**src/rtl/uart_tx_arbiter_if.sv**
```systemverilog
// Handshake bundle between byte producers, the round-robin arbiter and the UART TX core.
// The arbiter connects through the master modport; producers and the TX model use slave.
interface uart_tx_arbiter_if #(
    parameter int NUM_REQ = 4
);
    localparam int IDX_W = $clog2(NUM_REQ);

    logic [NUM_REQ-1:0]   i_req;
    logic [8*NUM_REQ-1:0] i_req_data;
    logic [NUM_REQ-1:0]   i_req_lock;
    logic [NUM_REQ-1:0]   o_grant;
    logic                 o_tx_dv;
    logic [7:0]           o_tx_byte;
    logic                 i_tx_active;
    logic                 i_tx_done;
    logic                 o_busy;
    logic [IDX_W-1:0]     o_last_idx;

    modport master (
        input  i_req, i_req_data, i_req_lock, i_tx_active, i_tx_done,
        output o_grant, o_tx_dv, o_tx_byte, o_busy, o_last_idx
    );

    modport slave (
        output i_req, i_req_data, i_req_lock, i_tx_active, i_tx_done,
        input  o_grant, o_tx_dv, o_tx_byte, o_busy, o_last_idx
    );
endinterface

```
**src/rtl/uart_tx_arbiter.sv**
```systemverilog
// Round-robin scheduler sharing one UART TX among NUM_REQ byte producers.
// Optional macro TX_LOCK_EN: a requester granted with its lock hint set keeps priority.
module uart_tx_arbiter #(
    parameter int NUM_REQ = 4
) (
    input  logic              i_clk,
    input  logic              i_rst_n,
    uart_tx_arbiter_if.master bus
);
    localparam int IDX_W = $clog2(NUM_REQ);

    typedef enum logic [1:0] {IDLE, LAUNCH, WAIT_DONE} state_t;

    state_t           state;
    logic [IDX_W-1:0] last_q;
    logic [IDX_W-1:0] win_idx;
    logic [IDX_W-1:0] cand;
    logic             win_found;
    logic             arb_go;

`ifdef TX_LOCK_EN
    logic lock_q;
    logic lock_hit;
    // The lock holder is always the last winner, so last_q doubles as its index.
    assign lock_hit = lock_q && bus.i_req[last_q];
`else
    logic unused_lock;
    assign unused_lock = ^bus.i_req_lock;
`endif

    // Scan last+1 .. last (wrapping); first requester found wins.
    always_comb begin
        win_idx   = last_q;
        win_found = 1'b0;
        cand      = last_q;
        for (int i = 1; i <= NUM_REQ; i++) begin
            cand = IDX_W'((int'(last_q) + i) % NUM_REQ);
            if (!win_found && bus.i_req[cand]) begin
                win_found = 1'b1;
                win_idx   = cand;
            end
        end
`ifdef TX_LOCK_EN
        if (lock_hit) win_idx = last_q;
`endif
    end

    assign arb_go = (state == IDLE) && !bus.i_tx_active && win_found;

    always_ff @(posedge i_clk or negedge i_rst_n) begin
        if (!i_rst_n) begin
            state          <= IDLE;
            last_q         <= IDX_W'(NUM_REQ - 1);
            bus.o_grant    <= '0;
            bus.o_tx_dv    <= 1'b0;
            bus.o_tx_byte  <= 8'h00;
            bus.o_busy     <= 1'b0;
        end else begin
            case (state)
                IDLE: begin
                    bus.o_grant <= '0;
                    bus.o_tx_dv <= 1'b0;
                    if (arb_go) begin
                        bus.o_grant   <= NUM_REQ'(1) << win_idx;
                        bus.o_tx_dv   <= 1'b1;
                        bus.o_tx_byte <= bus.i_req_data[{win_idx, 3'b000} +: 8];
                        bus.o_busy    <= 1'b1;
                        last_q        <= win_idx;
                        state         <= LAUNCH;
                    end
                end
                LAUNCH: begin
                    bus.o_grant <= '0;
                    bus.o_tx_dv <= 1'b0;
                    state       <= WAIT_DONE;
                end
                WAIT_DONE: begin
                    if (bus.i_tx_done) begin
                        bus.o_busy <= 1'b0;
                        state      <= IDLE;
                    end
                end
                default: begin
                    bus.o_grant <= '0;
                    bus.o_tx_dv <= 1'b0;
                    bus.o_busy  <= 1'b0;
                    state       <= IDLE;
                end
            endcase
        end
    end

`ifdef TX_LOCK_EN
    // Lock follows the winner's hint; it also drops once the holder stops requesting.
    always_ff @(posedge i_clk or negedge i_rst_n) begin
        if (!i_rst_n) begin
            lock_q <= 1'b0;
        end else if (state == IDLE && !bus.i_tx_active) begin
            if (arb_go)
                lock_q <= bus.i_req_lock[win_idx];
            else if (!bus.i_req[last_q])
                lock_q <= 1'b0;
        end
    end
`endif

    assign bus.o_last_idx = last_q;
endmodule

```
**src/flat_wrapper.sv**
```systemverilog
// flat-port wrapper written by rule: the top's interface ports become plain ports
module uart_tx_arbiter_flat 
#(
    parameter int NUM_REQ = 4
)
  (i_clk, i_rst_n, bus_i_req, bus_i_req_data, bus_i_req_lock, bus_i_tx_active, bus_i_tx_done, bus_o_grant, bus_o_tx_dv, bus_o_tx_byte, bus_o_busy, bus_o_last_idx);
  uart_tx_arbiter_if #(.NUM_REQ(NUM_REQ)) bus_i ();
  input  logic i_clk;
  input  logic i_rst_n;
  input wire logic [$bits(bus_i.i_req)-1:0] bus_i_req;
  input wire logic [$bits(bus_i.i_req_data)-1:0] bus_i_req_data;
  input wire logic [$bits(bus_i.i_req_lock)-1:0] bus_i_req_lock;
  input wire logic [$bits(bus_i.i_tx_active)-1:0] bus_i_tx_active;
  input wire logic [$bits(bus_i.i_tx_done)-1:0] bus_i_tx_done;
  output wire logic [$bits(bus_i.o_grant)-1:0] bus_o_grant;
  output wire logic [$bits(bus_i.o_tx_dv)-1:0] bus_o_tx_dv;
  output wire logic [$bits(bus_i.o_tx_byte)-1:0] bus_o_tx_byte;
  output wire logic [$bits(bus_i.o_busy)-1:0] bus_o_busy;
  output wire logic [$bits(bus_i.o_last_idx)-1:0] bus_o_last_idx;
  assign bus_i.i_req = bus_i_req;
  assign bus_i.i_req_data = bus_i_req_data;
  assign bus_i.i_req_lock = bus_i_req_lock;
  assign bus_i.i_tx_active = bus_i_tx_active;
  assign bus_i.i_tx_done = bus_i_tx_done;
  assign bus_o_grant = bus_i.o_grant;
  assign bus_o_tx_dv = bus_i.o_tx_dv;
  assign bus_o_tx_byte = bus_i.o_tx_byte;
  assign bus_o_busy = bus_i.o_busy;
  assign bus_o_last_idx = bus_i.o_last_idx;
  uart_tx_arbiter #(.NUM_REQ(NUM_REQ)) u_core (.i_clk(i_clk), .i_rst_n(i_rst_n), .bus(bus_i));
endmodule
```
**config.mk**
```make
export PLATFORM = sky130hd
export DESIGN_NAME = uart_tx_arbiter_flat
export DESIGN_NICKNAME = d
export VERILOG_FILES = /design/src/rtl/uart_tx_arbiter_if.sv /design/src/rtl/uart_tx_arbiter.sv /design/src/flat_wrapper.sv
export SDC_FILE = /design/constraint.sdc
export NUM_CORES = 1
export LEC_CHECK = 0
export CORE_UTILIZATION = 41
export CTS_BUF_LIST = sky130_fd_sc_hd__clkbuf_2 sky130_fd_sc_hd__clkbuf_4 sky130_fd_sc_hd__clkbuf_8
export CTS_CLUSTER_SIZE = 24
export DETAILED_ROUTE_END_ITERATION = 6
export PLACE_DENSITY = 0.83
export SETUP_SLACK_MARGIN = 0.15
export SYNTH_ARGS = -nofsm -noshare
export SYNTH_HDL_FRONTEND = slang
export SYNTH_SLANG_ARGS = --single-unit
```
**constraint.sdc**
```tcl
create_clock -name i_clk -period 2.25 [get_ports i_clk]
set_input_delay 0.3375 -clock i_clk [delete_from_list [all_inputs] [get_ports i_clk]]
set_output_delay 0.3375 -clock i_clk [all_outputs]
set_load 0.01 [all_outputs]
```
After elaboration in Yosys (flattened, before gate mapping)
Index checks and enable logic that the tools add are counted.
- register bits after elaboration: 18
- input bits: 44
- output and inout port bits: 16
- word-level logic and storage cells: 60
- add/subtract/negate cells: 4
- $lt $le $gt $ge: 4
- equality and inequality tests: 4
- shift-type cells: 2
- mux-type cells: 26
- bitwise gates (word level): 1
- reductions and logical operators: 13
- operators with widths (operator ; count):
    32-bit by 6-bit indexed part select with 8-bit output ; 1
    2-bit by 3-bit < comparator with 1-bit output (second input constant) ; 4
    2-bit 2-to-1 mux ; 6
    1-bit 2-to-1 mux ; 11
    1-bit binary-select mux with 2-bit select ; 4
    4-bit case mux with 2 select lines ; 1
    2-bit case mux with 3 select lines ; 1
    1-bit logical AND ; 5
    2-bit by 1-bit adder with 2-bit output (second input constant) ; 2
    2-bit adder (second input constant) ; 2
    1-bit zero test ; 4
    4-bit 2-to-1 mux ; 1
    2-bit AND reduction ; 2
    1-bit by 2-bit left shift with 4-bit output (first input constant) ; 1
    1-bit case mux with 3 select lines ; 1
    3-bit AND reduction ; 1
    2-bit by 1-bit equality test with 1-bit output (second input constant) ; 1
    2-bit equality test (second input constant) ; 1
    2-bit zero test ; 1
    2-bit by 1-bit inequality test with 1-bit output (second input constant) ; 1
    2-bit inequality test (second input constant) ; 1
    1-bit case mux with 2 select lines ; 1
    1-bit inverter ; 1

Depth between registers and ports, before layout
Gate-level depths: netlist of the first run.
- depth in word-level cells: 16
- gate-level depth with buffers: 7
- gate-level depth less buffers: 5

Least setup slack after synthesis of the first run
Ideal clock, no wire load.
- kind: register -> register
- start: register u_core.last_q[1], in the netlist u_core.bus.o_last_idx[1]
- end: register u_core.bus.o_tx_byte[0]
- arrival time: 1611 ps
- data required time: 2156 ps
- path slack: 545 ps
- stages on the path, launching flop included: 8
- buffers on the path: 2
- clock period less this slack: 1705 ps
- cell sequence: dfstp_2 > nand2_1 > and3_1 > buf_6 > nor3_4 > buf_6 > mux2i_1 > a221oi_2
- word-level cells in the longest chain between the ends: 15
- elaborated cells on any way between the ends: 29
- classes of those cells: add/sub: 4; shift: 1; mux: 16; reduce/logical: 8
- ends and longest elaborated chain (item ; RTL line ; RTL):
    start: declaration ; uart_tx_arbiter.sv:15 ; logic [IDX_W-1:0] last_q;
    start signal: assignment ; uart_tx_arbiter.sv:53 ; last_q <= IDX_W'(NUM_REQ - 1);
    start signal: assignment ; uart_tx_arbiter.sv:68 ; last_q <= win_idx;
    branches (longest 15 deep; another with 2-bit by 1-bit adder with 2-bit output) ; n/a ;
    end signal: assignment ; uart_tx_arbiter.sv:66 ; bus.o_tx_byte <= bus.i_req_data[{win_idx, 3'b000} +: 8];
    end: declaration ; uart_tx_arbiter_if.sv:21 ; output o_grant, o_tx_dv, o_tx_byte, o_busy, o_last_idx
Parallel ways; which one is timed is not known. The select of a mux whose other input is x is not followed.
A chain may end at the register's enable or synchronous reset.

Worst setup path in the final report of the first run
- start: input port bus_i_req[0]
- end: register u_core.bus.o_grant[2]
- word-level cells in the longest chain between the ends: 15
- elaborated cells on any way between the ends: 26
- classes of those cells: shift: 1; mux: 18; reduce/logical: 7
- ends and longest elaborated chain (item ; RTL line ; RTL):
    start: declaration ; flat_wrapper.sv:10 ; input wire logic [$bits(bus_i.i_req)-1:0] bus_i_req;
    1-bit binary-select mux with 2-bit select ; uart_tx_arbiter.sv:38 ; if (!win_found && bus.i_req[cand]) begin
    1-bit 2-to-1 mux (implied by the code) ; uart_tx_arbiter.sv:38 ;
    1-bit 2-to-1 mux ; uart_tx_arbiter.sv:38 ;
    1-bit zero test ; uart_tx_arbiter.sv:38 ;
    1-bit logical AND ; uart_tx_arbiter.sv:38 ;
    1-bit 2-to-1 mux ; uart_tx_arbiter.sv:38 ;
    1-bit zero test ; uart_tx_arbiter.sv:38 ;
    1-bit logical AND ; uart_tx_arbiter.sv:38 ;
    1-bit 2-to-1 mux ; uart_tx_arbiter.sv:38 ;
    1-bit zero test ; uart_tx_arbiter.sv:38 ;
    1-bit logical AND ; uart_tx_arbiter.sv:38 ;
    2-bit 2-to-1 mux / 1-bit 2-to-1 mux (equally long branches) ; uart_tx_arbiter.sv:38 ;
    1-bit by 2-bit left shift with 4-bit output / 1-bit logical AND (equally long branches) ; uart_tx_arbiter.sv:64, uart_tx_arbiter.sv:48 ;
    4-bit 2-to-1 mux (*) ; uart_tx_arbiter.sv:63 ; if (arb_go) begin
    4-bit case mux with 2 select lines (*) ; uart_tx_arbiter.sv:59 ; case (state)
    end signal: assignment ; uart_tx_arbiter.sv:64 ; bus.o_grant <= NUM_REQ'(1) << win_idx;
    end: declaration ; uart_tx_arbiter_if.sv:21 ;
Every way passes the cells marked *; elsewhere a longest branch is shown, timed or not. The select of a mux whose other input is x is not followed.

==> impl_metrics.tcl, run 1 <==
set metrics [dict create \
    endpoint "u_core.bus.o_grant[2]" \
    seq_area_frac_synth 0.391 \
    postLayoutCellArea_mm2 0.00184 \
    yosysWarnings 0 \
    grtUsageTotal 0.249 \
    clock_skew_ns 0.00441 \
    cts_tree "yes" \
    hp-class "in2async" \
    ff_latch_area_um2 453 \
    syn_avg_cell_area_um2 10.5 \
    p_clk_frac 0.100 \
    clk_latency_ns 0.30 \
    crit_type "in2reg" \
    synth_nets 154 \
    multiInputGateArea_um2 677 \
    wl_mm 3.31 \
    cp_slowest_cell "clkdlybuf4s50_1" \
    gp_congestion 0.747 \
    r2r_setup_slack_ns 0.40 \
    ctsHoldBuffers 0 \
    leakage_nw 0.792 \
    port_buffers 55 \
    powerDensity_mw_per_mm2 1100 \
    dieArea_mm2 0.00304 \
    internal_power_mw 1.22 \
    dp_slack_ns -0.0744 \
    h-tree-depth 1 \
    final_nets 219 \
    grt_start_max_net_pins 19 \
    cp-end-kind "flip-flop" \
    routedWlPerCell_um 16.2 \
    status "finished, final reports clean" \
    final_common_cell "clkdlybuf4s50_1" \
    ctsRootBufferMaster "clkbuf_4" \
    first_iter_violations 20 \
    arrival_ns 2.11 \
    yosys_register_bits 18 \
    viasPerCell 5.49 \
    synth-main-ff-cell "dfrtp_1" \
    critPathLaunch "bus_i_req[0]" \
    nFillCells 198 \
    syn_inst 110 \
    syn_to_final_growth_pct 59.1 \
    rr_worst_depth 5 \
    drt-pass1-iter-count 4 \
    maxSlewViolCount 0 \
    drive_above_1_share 0.184 \
    fin_crit_sh 0.831 \
    num_vias 1120 \
    antenna_found_initial 0 \
    crit_chain "clkdlybuf4s50_1, buf_4, nor4_1, nor4_4, inv_2, nor4_4, buf_4, a22o_1" \
    core-area_mm2 0.00257 \
    power_mw 2.02 \
    slowest_delay_ns 0.52 \
    max_freq_mhz 535 \
    min_period_ns 1.87 \
    swShare 0.396 \
    finalSetupViolations 0 \
    r2r_end "u_core.bus.o_tx_byte[0]" \
    mostFrequentLayoutCells "clkdlybuf4s50_1, mux2i_1, dfrtp_1" \
    dpl_cell_area_mm2 0.00177 \
    netlist_area_mm2 0.00116 \
    relSlewSlack 0.661 \
    rsz0062_at_grt "no" \
    grt_pass1_wl_mm 5.11 \
    r2r_start "u_core.bus.o_last_idx[0]" \
    critical_path_peak_fanout 6 \
    ys_async_sr_fraction 1.00 \
    crit_required_ns 2.49 \
    drc 0 \
    fin_cells 204 \
    grt_pass1_vias 1074 \
    placedCellCount 199 \
    vdd.ir_drop.worst_uv 837 \
    clkTransAtPathRegs_ns 0.10 \
    die_w_um 55.1 \
    hold_viol 0 \
    rows 18 \
    final_core_util 0.717 \
    ant_nets 0 \
    power_frac_comb 0.605 \
    cts.sinks 18 \
    cap_violations 0 \
    cts_max_path_buffers 2 \
    dieHeight_um 55.1 \
    ys_types 28 \
    setup.worst_path.start_class "primary input" \
    overflow 0 \
    cts_inserted_buffers 3 \
    p_switching_mw 0.800 \
    seqPwrFrac 0.294 \
    worstMarginPinSlew_ns 0.508 \
    synth_edf_count 0 \
    io_pins 60 \
    hpwl_mm 2.46 \
    fin_ws_ns 0.380 \
    start_util 0.451 \
    diodes 0 \
]
## state kept, by name, indices dropped and copies added (netlist names)
signal and cells:
u_core.bus.o_tx_dv 1, u_core.bus.o_grant 4, u_core.bus.o_last_idx 2, u_core.state 2, u_core.bus.o_busy 1, u_core.bus.o_tx_byte 8
## synth_stat cells, types with 2 or more instances
library cell,count,area [um^2]
dfrtp_1,16,400
mux2i_1,16,160
a21oi_1,10,50.1
nand2_1,9,33.8
nor2_1,9,33.8
a221oi_2,8,120
and2_1,8,50.1
nand2b_1,5,31.3
o21ai_0,5,25.0
a22o_1,2,17.5
buf_6,2,22.5
dfstp_2,2,52.6
nor2_2,2,12.5
nor4_4,2,42.5
## worst min path at each step
stage | startpoint | end | slack [ns] | depth (start not counted)
6_report | i_rst_n | u_core.bus.o_tx_byte[7] | 0.35 | 2
5_1_grt | i_rst_n | u_core.bus.o_tx_byte[7] | 0.36 | 2
4_1_cts | i_rst_n | u_core.bus.o_tx_byte[7] | 0.35 | 2
3_5_place_dp | u_core.bus.o_tx_dv | u_core.bus.o_tx_dv | 0.48 | 2
3_3_place_gp | u_core.bus.o_tx_dv | u_core.bus.o_tx_dv | 0.46 | 2
2_1_floorplan | i_rst_n | u_core.bus.o_busy | 0.04 | 0
## critical path, delay by kind of cell
kind / cells / cell delay (ns)
AO/OA/AOI/OAI: 1 / 0.15
buffers and inverters: 4 / 0.97
AND/OR/NAND/NOR: 3 / 0.64
## final cells by class
class	count	share of cell area
inverters	2	0.00408
repair buffers	64	0.342
flip-flops and latches	18	0.246
multi-input cells	86	0.368
clock buffers	4	0.0197
well taps	30	0.0204
## timing repair
action                                  4_1_cts  5_1_grt
setup buffers                                 0        1
endpoints found under the setup margin        0        8
resized for setup                             0        2
## power by group through the flow
| stage | combinational (mW) | clock (mW) | sequential, mW |
|---|---|---|---|
| 2_1_floorplan | 0.632 | 0 | 0.635 |
| 3_3_place_gp | 1.13 | 0 | 0.590 |
| 3_5_place_dp | 1.16 | 0 | 0.595 |
| 4_1_cts | 1.17 | 0.211 | 0.593 |
| 5_1_grt | 1.31 | 0.223 | 0.610 |
| 6_report | 1.22 | 0.203 | 0.595 |
## metrics by stage
| stage | hold slack [ns] | TNS [ns] |
|---|---|---|
| final | 0.351 | 0 |
| after CTS | 0.349 | 0 |
| after detailed placement | 0.475 | -0.352 |
| after global routing | 0.362 | 0 |
| after floorplan | 0.0419 | 0 |
| after global placement | 0.460 | -0.0510 |
## cells by family after synthesis
family	share of synthesized area
simple gates	0.216
flops	0.391
buf+inv	0.0357
compound gates	0.218
mux	0.138
## layer usage
layer	track usage	up-vias	wire length (um)
met5	0	-	0
met4	0.121	0	55
met3	0.0574	4	191
met2	0.378	36	1670
met1	0.331	545	1400
li1	-	535	-
Note: power is estimated with default switching activity, not from simulation.
==> inputs of run 2 (changes only) <==
Settings changed: CORE_UTILIZATION 41 to 37, PLACE_DENSITY 0.83 to 0.79.
Clock period 2.25 ns to 1.6 ns, I/O delays scaled along.
==> impl_metrics.tcl, run 2 (synthesis gave the netlist of run 1 again) <==
set metrics [dict create \
    crit_type "reg2reg" \
    num_vias 1248 \
    core-area_mm2 0.00285 \
    gp_congestion 0.813 \
    power_mw 3.35 \
    h-tree-depth 1 \
    drive_above_1_share 0.352 \
    fin_ws_ns -0.142 \
    mostFrequentLayoutCells "clkdlybuf4s50_1, buf_4, dfrtp_1" \
    overflow 0 \
    routed.top_layer "met4" \
    max_freq_mhz 574 \
    rows 19 \
    cts.sinks 18 \
    viasPerCell 5.50 \
    port_buffers 55 \
    first_iter_violations 67 \
    cts_tree "yes" \
    drc 3 \
    relSlewSlack 0.732 \
    met2_length_mm 2.25 \
    antenna_found_initial 0 \
    dp_slack_ns -0.609 \
    cts_inserted_buffers 3 \
    r2r_start "u_core.bus.o_last_idx[0]" \
    largestRegisters "u_core.bus.o_tx_byte x8, u_core.bus.o_grant x4" \
    grt_start_max_net_pins 19 \
    regMostFlops "u_core.bus.o_tx_byte" \
    hpwl_mm 2.77 \
    clk_latency_ns 0.29 \
    cap_violations 0 \
    worstMarginPinSlew_ns 0.398 \
    wl_met1_mm 1.55 \
    grt_pass1_wl_mm 6.04 \
    maxSlewViolCount 0 \
    fin_crit_sh 1.09 \
    route.met3.wl_um 145 \
    wl_mm 4.03 \
    ctsRootBufferMaster "clkbuf_4" \
    ant_nets 0 \
    io_pins 60 \
    leakage_nw 1.02 \
    hp-class "in2async" \
    dieHeight_um 57.9 \
    routedWlPerCell_um 17.8 \
    diodes 0 \
    critPathLaunch "u_core.bus.o_last_idx[0]" \
    violations "DRC, setup timing" \
    setup.worst_path.start_class "flip-flop" \
    min_period_ns 1.74 \
    grtUsageTotal 0.236 \
    vdd.ir_drop.worst_uv 796 \
    powerDensity_mw_per_mm2 1550 \
    start_util 0.406 \
    clkTransAtPathRegs_ns 0.11 \
    drt-pass1-iter-count 6 \
    final_nets 241 \
    final_common_cell "clkdlybuf4s50_1" \
    grt_pass1_vias 1267 \
    rsz0062_at_grt "yes" \
    cts_max_path_buffers 2 \
    cp-end-kind "flip-flop" \
    arrival_ns 1.92 \
    largest_register_ffs 8 \
    hold_viol 0 \
    finalSetupViolations 12 \
    die_w_um 57.9 \
    status "finished with violations" \
    dieArea_mm2 0.00336 \
    syn_to_final_growth_pct 85.9 \
    crit_required_ns 1.78 \
    critical_path_peak_fanout 3 \
    clock_skew_ns 0.00528 \
]
[run 2: area by class of cell]
type | count | area [um^2]
inverters | 2 | 7.51
multi-input cells | 86 | 764
flip-flops and latches | 18 | 453
clock buffers | 4 | 36.3
well taps | 31 | 38.8
repair buffers | 86 | 852
fillers | 183 | 701
[run 2: through the flow]
stage / std cells / utilization / instance area, um^2 / TNS [ns] / hold slack [ns]
after CTS: 224 / 0.721 / 2060 / -1.14 / 0.267
final: 227 / 0.754 / 2150 / -1.18 / 0.265
after floorplan: 110 / - / 1190 / -0.714 / -0.0556
after detailed placement: 215 / 0.679 / 1940 / -7.48 / 0.474
after global routing: 227 / 0.754 / 2150 / -2.04 / 0.276
after global placement: 215 / 0.679 / 1940 / -6.64 / 0.460
[run 2: per-layer routing]
layer | GRT usage | vias to the layer above
met4 | 0.105 | 0
met2 | 0.430 | 41
met5 | 0 | -
li1 | - | 579
met3 | 0.0335 | 8
met1 | 0.271 | 620
[run 2: power by group]
part / internal, mW / switching, mW / total [mW]
combinational: 1.24 / 1.02 / 2.26
sequential: 0.669 / 0.134 / 0.803
clock: 0.139 / 0.144 / 0.283
[run 2: critical path, cell delays in order, from the launching register on]
cell	delay [ns]
dfstp_2	0.57
buf_6	0.11
buf_6	0.09
o21ai_2	0.05
a21boi_2	0.16
buf_4	0.14
o31ai_4	0.07
buf_6	0.13
a21oi_1	0.21
a221oi_2	0.09
[run 2: what timing repair did]
item | 4_1_cts | 5_1_grt
resized for setup | 32 | 21
pin swaps | 4 | 1
setup endpoints to repair | 25 | 21
setup buffers | 5 | 3
hold buffers | 0 | 0
[run 2: worst paths after layout]
check | depth (start not counted) | end | slack, ns
setup reg to reg | 9 | u_core.bus.o_tx_byte[3] | -0.14
setup / recovery | 9 | u_core.bus.o_tx_byte[3] | -0.14
min in group i_clk | 2 | u_core.bus.o_tx_dv | 0.50
hold reg to reg | 2 | u_core.bus.o_tx_dv | 0.50
hold / removal | 2 | u_core.bus.o_grant[1] | 0.26
max in group asynchronous | 2 | u_core.bus.o_last_idx[0] | 1.06
